<file path="config.mk">
export PLATFORM = sky130hd
export DESIGN_NAME = uart_sync_fifo
export DESIGN_NICKNAME = d
export VERILOG_FILES = /design/src/rtl/definitions_pkg.sv /design/src/rtl/fifo_mem.sv /design/src/rtl/uart_sync_fifo.sv
export SDC_FILE = /design/constraint.sdc
export NUM_CORES = 1
export LEC_CHECK = 0
export CORE_ASPECT_RATIO = 1.75
export CORE_MARGIN = 2
export CORE_UTILIZATION = 30
export CTS_CLUSTER_SIZE = 12
export DETAILED_ROUTE_END_ITERATION = 10
export SYNTH_ARGS = -nofsm -noshare
export SYNTH_HDL_FRONTEND = slang
export SYNTH_HIERARCHICAL = 1
export SYNTH_SLANG_ARGS = --single-unit
export TNS_END_PERCENT = 30
</file>
<file path="constraint.sdc">
create_clock -name clk -period 2.8 [get_ports clk]
set_input_delay 0.56 -clock clk [delete_from_list [all_inputs] [get_ports clk]]
set_output_delay 0.56 -clock clk [all_outputs]
set_load 0.005 [all_outputs]
</file>
<file path="src/rtl/definitions_pkg.sv">
// definitions_pkg: shared UART sizing constants
package definitions_pkg;
  localparam int FIFO_DEPTH = 16;
  localparam int UART_DATA_W = 8;
endpackage

</file>
<file path="src/rtl/fifo_mem.sv">
// fifo_mem: simple dual-port storage, synchronous write, combinational read
module fifo_mem #(
  parameter int DATA_W = 8,
  parameter int DEPTH = 16
) (
  input  logic                     clk,
  input  logic                     we,
  input  logic [$clog2(DEPTH)-1:0] wr_addr,
  input  logic [DATA_W-1:0]        wr_data,
  input  logic [$clog2(DEPTH)-1:0] rd_addr,
  output logic [DATA_W-1:0]        rd_data
);
  logic [DATA_W-1:0] mem [DEPTH];
  // write port, contents intentionally not reset
  always_ff @(posedge clk)
    if (we) mem[wr_addr] <= wr_data;
  assign rd_data = mem[rd_addr];
endmodule

</file>
<file path="src/rtl/uart_sync_fifo.sv">
// uart_sync_fifo: sync FIFO with flags and sticky errors; define UART_FIFO_FWFT_EN for first-word-fall-through reads
module uart_sync_fifo
  import definitions_pkg::*;
#(
  parameter int DATA_W = UART_DATA_W,
  parameter int DEPTH = FIFO_DEPTH,
  parameter int AF_THRESH = DEPTH - 2,
  parameter int AE_THRESH = 2
) (
  input  logic                   clk,
  input  logic                   rstN,
  input  logic                   flush,
  input  logic                   wr,
  input  logic [DATA_W-1:0]      wr_data,
  input  logic                   rd,
  output logic [DATA_W-1:0]      rd_data,
  output logic                   rd_valid,
  output logic                   full,
  output logic                   empty,
  output logic                   almost_full,
  output logic                   almost_empty,
  output logic [$clog2(DEPTH):0] count,
  output logic                   overflow,
  output logic                   underflow,
  input  logic                   clr_err
);
  localparam int AW = $clog2(DEPTH);
  localparam int CW = AW + 1;
  logic [AW-1:0] wr_ptr, rd_ptr;
  logic [CW-1:0] count_nxt;
  logic [DATA_W-1:0] mem_q;
  logic push, pop, ovf_evt, udf_evt;
  assign pop = rd & ~empty & ~flush;
  assign push = wr & (~full | pop) & ~flush;
  assign ovf_evt = wr & full & ~rd & ~flush;
  assign udf_evt = rd & empty & ~flush;
  assign count_nxt = flush ? '0 : count + CW'(push) - CW'(pop);
  fifo_mem #(.DATA_W(DATA_W), .DEPTH(DEPTH)) u_mem (
    .clk(clk),
    .we(push),
    .wr_addr(wr_ptr),
    .wr_data(wr_data),
    .rd_addr(rd_ptr),
    .rd_data(mem_q)
  );
  // pointers, occupancy and flags registered from the next-state count
  always_ff @(posedge clk or negedge rstN)
    if (!rstN) begin
      wr_ptr <= '0;
      rd_ptr <= '0;
      count <= '0;
      full <= 1'b0;
      empty <= 1'b1;
      almost_full <= 1'b0;
      almost_empty <= 1'b1;
    end else begin
      wr_ptr <= flush ? '0 : wr_ptr + AW'(push);
      rd_ptr <= flush ? '0 : rd_ptr + AW'(pop);
      count <= count_nxt;
      full <= count_nxt == CW'(DEPTH);
      empty <= count_nxt == '0;
      almost_full <= count_nxt >= CW'(AF_THRESH);
      almost_empty <= count_nxt <= CW'(AE_THRESH);
    end
  // sticky errors: a new event beats clr_err, flush freezes both
  always_ff @(posedge clk or negedge rstN)
    if (!rstN) begin
      overflow <= 1'b0;
      underflow <= 1'b0;
    end else if (!flush) begin
      overflow <= (overflow & ~clr_err) | ovf_evt;
      underflow <= (underflow & ~clr_err) | udf_evt;
    end
`ifdef UART_FIFO_FWFT_EN
  assign rd_valid = ~empty;
  assign rd_data = empty ? '0 : mem_q;
`else
  // registered read data with a one-cycle valid pulse per accepted pop
  always_ff @(posedge clk or negedge rstN)
    if (!rstN) begin
      rd_valid <= 1'b0;
      rd_data <= '0;
    end else begin
      rd_valid <= pop;
      if (pop) rd_data <= mem_q;
    end
`endif
endmodule
</file>
# ---- Yosys cells after proc, flatten, opt, wreduce, memory -nomap -nowiden
# Memory sizes are Yosys's and may differ from the RTL's. A register that Yosys moved wholly into a read port is not among the register bits.
# Index checks and enable logic that the tools add are counted.
dict set report op_classes {
  add_sub_neg 4
  n_lt_le_gt_ge 2
  eq_ne 1
  muxes 5
  bitwise 19
  n_reduce_logical 2
}
# cell n
set op_table {}
lappend op_table {{bitwise AND 1 bit} 11}
lappend op_table {{adder 4 x 1 -> 4 bit} 2}
lappend op_table {{two-way mux 4 bit} 2}
lappend op_table {{adder 5 x 1 -> 5 bit} 1}
lappend op_table {{== test 5 bit, second input constant} 1}
lappend op_table {{greater-or-equal comparator 5 x 4 -> 1 bit, second input constant} 1}
lappend op_table {{<= comparator 5 x 2 -> 1 bit, second input constant} 1}
lappend op_table {{logical NOT 5 bit} 1}
lappend op_table {{two-way mux 5 bit} 1}
lappend op_table {{NOT 1 bit} 5}
lappend op_table {{subtractor 5 x 1 -> 5 bit} 1}
lappend op_table {{OR 1 bit} 3}
lappend op_table {{two-way mux 1 bit} 2}
lappend op_table {{logical NOT 1 bit} 1}
dict set report totals {
  ff_bits 20
  mem_bits_rw 128
  in_bits 14
  out_inout_bits 20
  elab_cells 44
  mem_count 1
}
# name words width read_ports rd_clocked_by_memory_dff write_ports line
set mem_list {}
lappend mem_list {u_mem.mem 16 8 1 1 1 fifo_mem.sv:13} ;# logic [DATA_W-1:0] mem [DEPTH];

# ---- Depth between registers and ports, before layout
# Gate-level depths: netlist (run 1).
dict set report logic_depth {
  ltp_word 10
  depth_mapped 12
  mapped_depth_nobuf 12
}

# ---- By module
# Netlist (run 1), hierarchy kept.
# mod instances cells_per_inst area_each_um2 seq_area_each_um2
set modules_own_cells {}
lappend modules_own_cells {fifo_mem 1 221 4987.3 3843.7}
lappend modules_own_cells {uart_sync_fifo 1 104 1257.5 703.2}

# ---- Worst setup path after synthesis (run 1)
# Ideal clock, no wire load.
dict set report synth_path {
  path_type {input to register}
  from {input port rd}
  to {register almost_full}
  setup_ns 0.078
  arrival_time_ns 2.995
  required_ns 2.722
  path_slack_ns -0.273
  cell_stages 11
  n_path_buf 0
  cell_sequence {inv_1 nor3_2 o21ai_0 ha_1 inv_1 ha_1 inv_1 fa_1 xor2_1 or4_1 a21oi_1}
}
dict set report synth_via {
  elab_chain_len 9
}
# element line
set synth_lines {}
lappend synth_lines {{start: declaration} uart_sync_fifo.sv:15} ;# input logic rd,
lappend synth_lines {{bitwise AND 1 bit * (2 in series)} uart_sync_fifo.sv:33} ;# assign pop = rd & ~empty & ~flush;
lappend synth_lines {{named net pop} uart_sync_fifo.sv:32} ;# logic push, pop, ovf_evt, udf_evt;
lappend synth_lines {{OR 1 bit} uart_sync_fifo.sv:34} ;# assign push = wr & (~full | pop) & ~flush;
lappend synth_lines {{bitwise AND 1 bit (2 in series)} uart_sync_fifo.sv:34}
lappend synth_lines {{adder 5 x 1 -> 5 bit} uart_sync_fifo.sv:37} ;# assign count_nxt = flush ? '0 : count + CW'(push) - CW'(pop);
lappend synth_lines {{subtractor 5 x 1 -> 5 bit *} uart_sync_fifo.sv:37}
lappend synth_lines {{two-way mux 5 bit *} uart_sync_fifo.sv:37}
lappend synth_lines {{greater-or-equal comparator 5 x 4 -> 1 bit *} uart_sync_fifo.sv:62} ;# almost_full <= count_nxt >= CW'(AF_THRESH);
lappend synth_lines {{end signal: assignment} uart_sync_fifo.sv:62}
lappend synth_lines {{end: declaration} uart_sync_fifo.sv:20} ;# output logic almost_full,
# The timed path passes the listed nets; every way through them passes the cells marked *.
# A chain may end at the register's enable or synchronous reset.

# ---- Final worst setup path (run 1)
# Ends and elaborated chain as after synthesis.

==> impl_metrics.toml, run 1 <==
[outcome]
outcome = "complete, but fails checks"
violations = "design-rule violations"

[synthesis]
synth_top_area_frac = 0.616
yosysMostFrequentCell = "edfxtp_1"
yosysSeqAreaShare = 0.728
syn_inst = 325
synthArstFlopShare = 0.179
syn_area_sq_um = 6240
synthTopCellsByCount = "edfxtp_1 (128), dfrtp_1 (26), nor2_1 (23)"
ys_warn_count = 6
avgSynthCellArea_sq_um = 19.2
synth_seq_cells = 156
synth_nets = 349
synth.area.top_cells = "edfxtp_1 (62%), dfrtp_1 (10%), mux4_2 (6.5%)"
synthFlopType = "edfxtp_1"
yosys.area.top_type = "edfxtp_1"
ys_types = 37
synth_edf_count = 128

[place]
place_area_sq_um = 7090
gp_congestion = 0.792
portBuffers = 33
pre_cts_ws_ns = -0.347
dp.final_hpwl_um = 8610

[worst_setup_path]
end_kind = "register"
r2r_end = "almost_full$_DFF_PN0_"
cp.required_ns = 3.15
r2r_start = "empty$_DFF_PN1_"
critPathMaxFanout = 2
start_kind = "input pin"
worstSetupPathType = "in -> reg"
reg2reg_depth = 10
rrSetupSlack_ns = 0.28
worstPathArrival_ns = 3.06

[global_routing]
grt_overflow_total = 0
grt_pass1_wl_um = 19700
antenna_found_initial = 0
grt_max_degree = 29
grt_pass1_vias = 3471
grt_usage = 0.123

[power_and_ir_drop]
p_leak_nw = 2.67
ir_drop_mv = 0.395
power_density_nw_per_um2 = 787
p_total_mw = 6.05

[clock_tree]
cts_tree = "yes"
cts_num_sinks = 156
clockBufferDepth = 2
root_buffer = "clkbuf_16"
cts_setup_buffers = 0
clkTransAtPathRegs_ns = 0.07
cts_buffers = 17
clk_latency_ns = 0.42
cts_max_level = 4

[drt]
antenna_left = 0
drtIter0Drc = 200
drc = 4
num_vias = 3200
first_pass_iters = 9
wl_um = 12700
viasPerCell = 4.85
wl_per_cell_um = 19.2

[layout]
drive_gt1_frac = 0.252
n_antenna_cell = 0
num-nets-final = 423
syn_to_final_growth_pct = 23.0
design_area_sq_um = 7680

[sta]
timing.final.crit_share = 0.969
clock.fmax_mhz = 369
tns_ns = 0
layout_setup_ws_ns = 0.0865
rsz0062_at_grt = "false"
setup_violations = 0
finalMaxSlewViolations = 0
tightest_slew_ns = 0.834
fin_skew_ns = 0.00698
hold_violations = 0
finalCriticalPeriod_ns = 2.71
relSlewSlack = 0.443

[die]
dieArea_sq_um = 22000
die_h_um = 195
core_area_sq_um = 20400
start_util = 0.306
chipWidth_um = 113
io-pin-count = 34
num_rows = 69

[hold_path]
whs_path_depth = 1
holdPathEnd = "overflow$_DFFE_PN0N_"
hold_class = "reg -> reg"
worstHoldStart = "overflow$_DFFE_PN0N_"

[flow_run]
maxCapViolations = 0
## placed cells by master (no fill, tap or decap), types with 2 or more instances in the layout
cell type        count
buf_4               32
a41o_1               2
nor3_1               4
a21oi_1              2
nand2b_1             4
buf_12               2
edfxtp_1           128
clkbuf_16           17
xor2_1               2
nand2_1             10
clkdlybuf4s50_1     32
nor2b_1              7
a32o_1               2
nor2_1              23
a21oi_2              2
dfstp_2              2
nand3_1              4
nand3b_1             2
inv_6                4
inv_8                2
mux2_2               8
ha_1                 9
inv_1               11
a22oi_1             16
mux4_1              14
clkinvlp_4           4
dfrtp_1             25
mux4_2              18
xnor2_1              3
## flip-flops by register name, summed over array words and instances, names as in the netlist
name          count
overflow          1
wr_ptr            4
underflow         1
empty             1
full              1
almost_full       1
almost_empty      1
rd_valid          1
rd_ptr            4
u_mem/mem       128
count             5
rd_data           8
## stage by stage
stage	instances	hold WS, ns	utilization
floorplan	325	0.264	-
global placement	628	0.484	0.348
detailed placement	628	0.495	0.348
CTS	660	0.510	0.376
global route	660	0.519	0.377
finish	660	0.503	0.377
## power by group
| part | switching [mW] | internal (mW) |
|---|---|---|
| logic | 0.467 | 0.616 |
| clock network | 0.936 | 1.24 |
| registers | 0.114 | 2.68 |
| total | 1.52 | 4.53 |
## final cells by class
class | count | area [sq um]
clock inverters | 14 | 135
inverters | 11 | 41.3
repair buffers | 67 | 613
multi-input cells | 146 | 1610
clock buffers | 18 | 429
fillers | 1886 | 12700
flip-flops and latches | 156 | 4550
well taps | 248 | 310
## per-layer routing
metal,GRT usage,vias to the layer above,part of all wire
met5,0,-,0
met4,0.0583,0,0.027
met3,0.0281,23,0.035
met2,0.225,87,0.56
met1,0.131,1645,0.37
li1,-,1445,-
## how the worst max path moves through the flow
stage	start	depth (start not counted)	endpoint	slack, ns
after global routing	rd	13	full$_DFF_PN0_	0.001
after detailed placement	flush	12	full$_DFF_PN0_	-0.35
final	rd	11	almost_full$_DFF_PN0_	0.09
after floorplan	rd	10	almost_full$_DFF_PN0_	0.009
after global placement	flush	10	almost_full$_DFF_PN0_	-0.31
after CTS	flush	12	full$_DFF_PN0_	0.09
## critical path: stages
cell,delay [ns]
clkdlybuf4s50_1,0.49
inv_1,0.09
nor3_4,0.12
o21ai_1,0.11
ha_1,0.28
inv_1,0.04
ha_1,0.18
inv_1,0.07
fa_2,0.44
or4_4,0.55
a21oi_2,0.13
## logic make-up after synthesis
kind of cell,count (synthesis),synth area share
flip-flops,156,0.728
AND/OR/NAND/NOR,63,0.0505
multiplexers,40,0.138
AO/OA/AOI/OAI,26,0.0305
buffers and inverters,23,0.0216
adder cells (fa/ha/maj),10,0.0212
XOR/XNOR,7,0.00982
## timing repair
action	CTS	global route
endpoints found under the setup margin	0	4
hold endpoints to repair	0	0
gates resized for setup	0	7
hold buffers	0	0
No activity file was read; power rests on OpenSTA's default activity.
==> run 2, diff against run 1 <==
Settings changed: ABC_AREA from default to 0, SYNTH_HIERARCHICAL 1 to default.
==> run 2 against run 1 <==
Net effect:
- the flow now finishes without violations
- critical path depth is 2 higher
- count of clock-buffer cells in the layout grew 4
- fmax grew 2.9%
- register-to-register slack about the same
- clock skew about the same
- area after synthesis grew 0.44%
- worst setup slack better by 0.076 ns
- critical path type unchanged
- largest cell class unchanged
==> impl_metrics.toml, run 2 <==
[die]
start_util = 0.303
io-pin-count = 34
num_rows = 70
dieArea_sq_um = 22100
chipWidth_um = 113
die_h_um = 195
core_area_sq_um = 20700

[synthesis]
syn_inst = 370
synth.area.top_cells = "edfxtp_1 (61%), dfrtp_1 (10%), mux4_2 (5.7%)"
synth_nets = 394
avgSynthCellArea_sq_um = 17.0
syn_area_sq_um = 6270
yosysSeqAreaShare = 0.725
ys_warn_count = 0
synthFlopType = "edfxtp_1"
synthTopCellsByCount = "edfxtp_1 (128), dfrtp_1 (26), mux2i_1 (23), nor2_1 (23), mux4_2 (16)"
ys_types = 46
yosysMostFrequentCell = "edfxtp_1"
synth_top_area_frac = 0.613
synthArstFlopShare = 0.179
yosys.area.top_type = "edfxtp_1"
synth_seq_cells = 156
synth_edf_count = 128

[power_and_ir_drop]
p_leak_nw = 2.65
switching_share = 0.243
ir_drop_mv = 0.407
combPwrFrac = 0.184
pwr-share-clk = 0.359
p_int_mw = 4.63
p_sw_mw = 1.49
power_density_nw_per_um2 = 790
seqPwrFrac = 0.456

[layout]
regMostFlops = "u_mem.mem"
multiInputGateArea_sq_um = 1630
drive_gt1_frac = 0.225
n_antenna_cell = 0
layout_common_cells = "edfxtp_1 (128), buf_4 (39), clkdlybuf4s50_1 (31)"
design_area_sq_um = 7750
num-nets-final = 468
largest_registers = "u_mem.mem (128), rd_data (8), count (5)"
largest_reg_flops = 128
utilization = 0.375
final_common_cell = "edfxtp_1"
syn_to_final_growth_pct = 23.5
register_area_sq_um = 4550
fillers = 1933

[place]
gp_congestion = 0.794
portBuffers = 33
place_area_sq_um = 7070
dp.final_hpwl_um = 9360

[clock_tree]
clk_latency_ns = 0.42
clockBufferDepth = 2
holdBufCountCts = 0
cts_tree = "yes"
cts_num_sinks = 156
cts_buffers = 17
root_buffer = "clkbuf_16"
cts_max_level = 4
clkTransAtPathRegs_ns = 0.06

[global_routing]
antenna_found_initial = 0
grt_max_degree = 30
grt_overflow_total = 0
grt_usage = 0.126
grt_pass1_wl_um = 20500
grt_pass1_vias = 3688

[sta]
finalCriticalPeriod_ns = 2.64
relSlewSlack = 0.585
timing.final.crit_share = 0.942
tightest_slew_ns = 0.620
rsz0062_at_grt = "false"
hold_violations = 0
clock.fmax_mhz = 379
tns_ns = 0
fin_skew_ns = 0.00723
finalMaxSlewViolations = 0
setup_violations = 0
fin_hold_ws_ns = 0.511

[drt]
wl_per_cell_um = 18.7
drtIter0Drc = 184
viasPerCell = 4.83
first_pass_iters = 4
drc = 0
antenna_left = 0
num_vias = 3428
wl_um = 13200

[worst_setup_path]
worstPathArrival_ns = 2.96
start_kind = "input pin"
cp.required_ns = 3.12
end_kind = "register"
worstSetupPathType = "in -> reg"
critPathMaxFanout = 3

[hold_path]
hold_class = "reg -> reg"

[outcome]
outcome = "finished, final reports clean"

[flow_run]
maxCapViolations = 0
-- run 2: metal layers --
| layer | vias up | GRT usage | share of wire |
|---|---|---|---|
| li1 | 1582 | - | - |
| met1 | 1766 | 0.113 | 0.34 |
| met2 | 57 | 0.253 | 0.61 |
| met3 | 23 | 0.0258 | 0.023 |
| met4 | 0 | 0.0646 | 0.027 |
| met5 | - | 0 | 0 |
-- run 2: cell families (layout without fill, tap and decap cells) --
group,Yosys count,count (layout),synth area share
DFF,156,156,0.725
muxes,43,43,0.104
AOI/OAI and AO/OA,49,49,0.0571
xor gates and xnor gates,6,6,0.00838
buffers and inverters,30,117,0.0233
and+or+nand+nor,76,76,0.0614
adders and majority gates,10,10,0.0211
-- run 2: what timing repair did --
item / in CTS / in global routing
pin swaps: 5 / 0
endpoints found under the setup margin: 5 / 4
gates resized for setup: 9 / 3
setup buffers: 9 / 0
-- run 2: worst paths after layout --
kind | start | end | slack [ns] | depth (start not counted)
setup / recovery | wr | almost_empty$_DFF_PN1_ | 0.16 | 13
hold / removal | underflow$_DFFE_PN0N_ | underflow$_DFFE_PN0N_ | 0.51 | 1
setup reg to reg | empty$_DFF_PN1_ | almost_empty$_DFF_PN1_ | 0.27 | 12
hold reg to reg | underflow$_DFFE_PN0N_ | underflow$_DFFE_PN0N_ | 0.51 | 1
max in group asynchronous | rstN | almost_empty$_DFF_PN1_ | 1.91 | 2
min in group asynchronous | rstN | rd_ptr[3]$_DFF_PN0_ | 0.55 | 2
-- run 2: power groups by stage --
| stage | Sequential (mW) | Combinational [mW] | Clock, mW |
|---|---|---|---|
| 2_1_floorplan | 2.81 | 0.518 | 0 |
| 3_3_place_gp | 2.84 | 0.963 | 0 |
| 3_5_place_dp | 2.84 | 1.01 | 0 |
| 4_1_cts | 2.79 | 1.12 | 2.25 |
| 5_1_grt | 2.81 | 1.23 | 2.34 |
| 6_report | 2.79 | 1.13 | 2.20 |
-- run 2: layout make-up --
cell class	count	area share
clock buffer	22	0.0586
clock inverter	10	0.0149
inverter	12	0.00581
multi-input combinational	184	0.210
sequential	156	0.587
tap	252	0.0407
timing repair buffer	73	0.0832
-- run 2: through the flow --
stage | setup WS [ns] | instances | total power [mW]
after floorplan | -0.0871 | 370 | 3.32
final | 0.162 | 709 | 6.12
after global placement | -0.522 | 668 | 3.80
after CTS | 0.0540 | 709 | 6.17
after detailed placement | -0.660 | 668 | 3.85
after global routing | 0.0481 | 709 | 6.38
-- run 2: critical path: stages --
cell and delay, ns:
clkdlybuf4s50_1 0.45, nor2b_1 0.18, nand2_1 0.09, ha_1 0.28
inv_1 0.06, ha_2 0.18, inv_2 0.04, fa_2 0.39
nor2b_4 0.14, buf_4 0.11, nor3_2 0.04, buf_4 0.15
a2111oi_4 0.30
==> run 3, diff against run 2 <==
Settings changed: SLEW_MARGIN from default to 20.
==> results of run 3 <==
No change in the layout: final DEF, timing and power equal those of run 2.
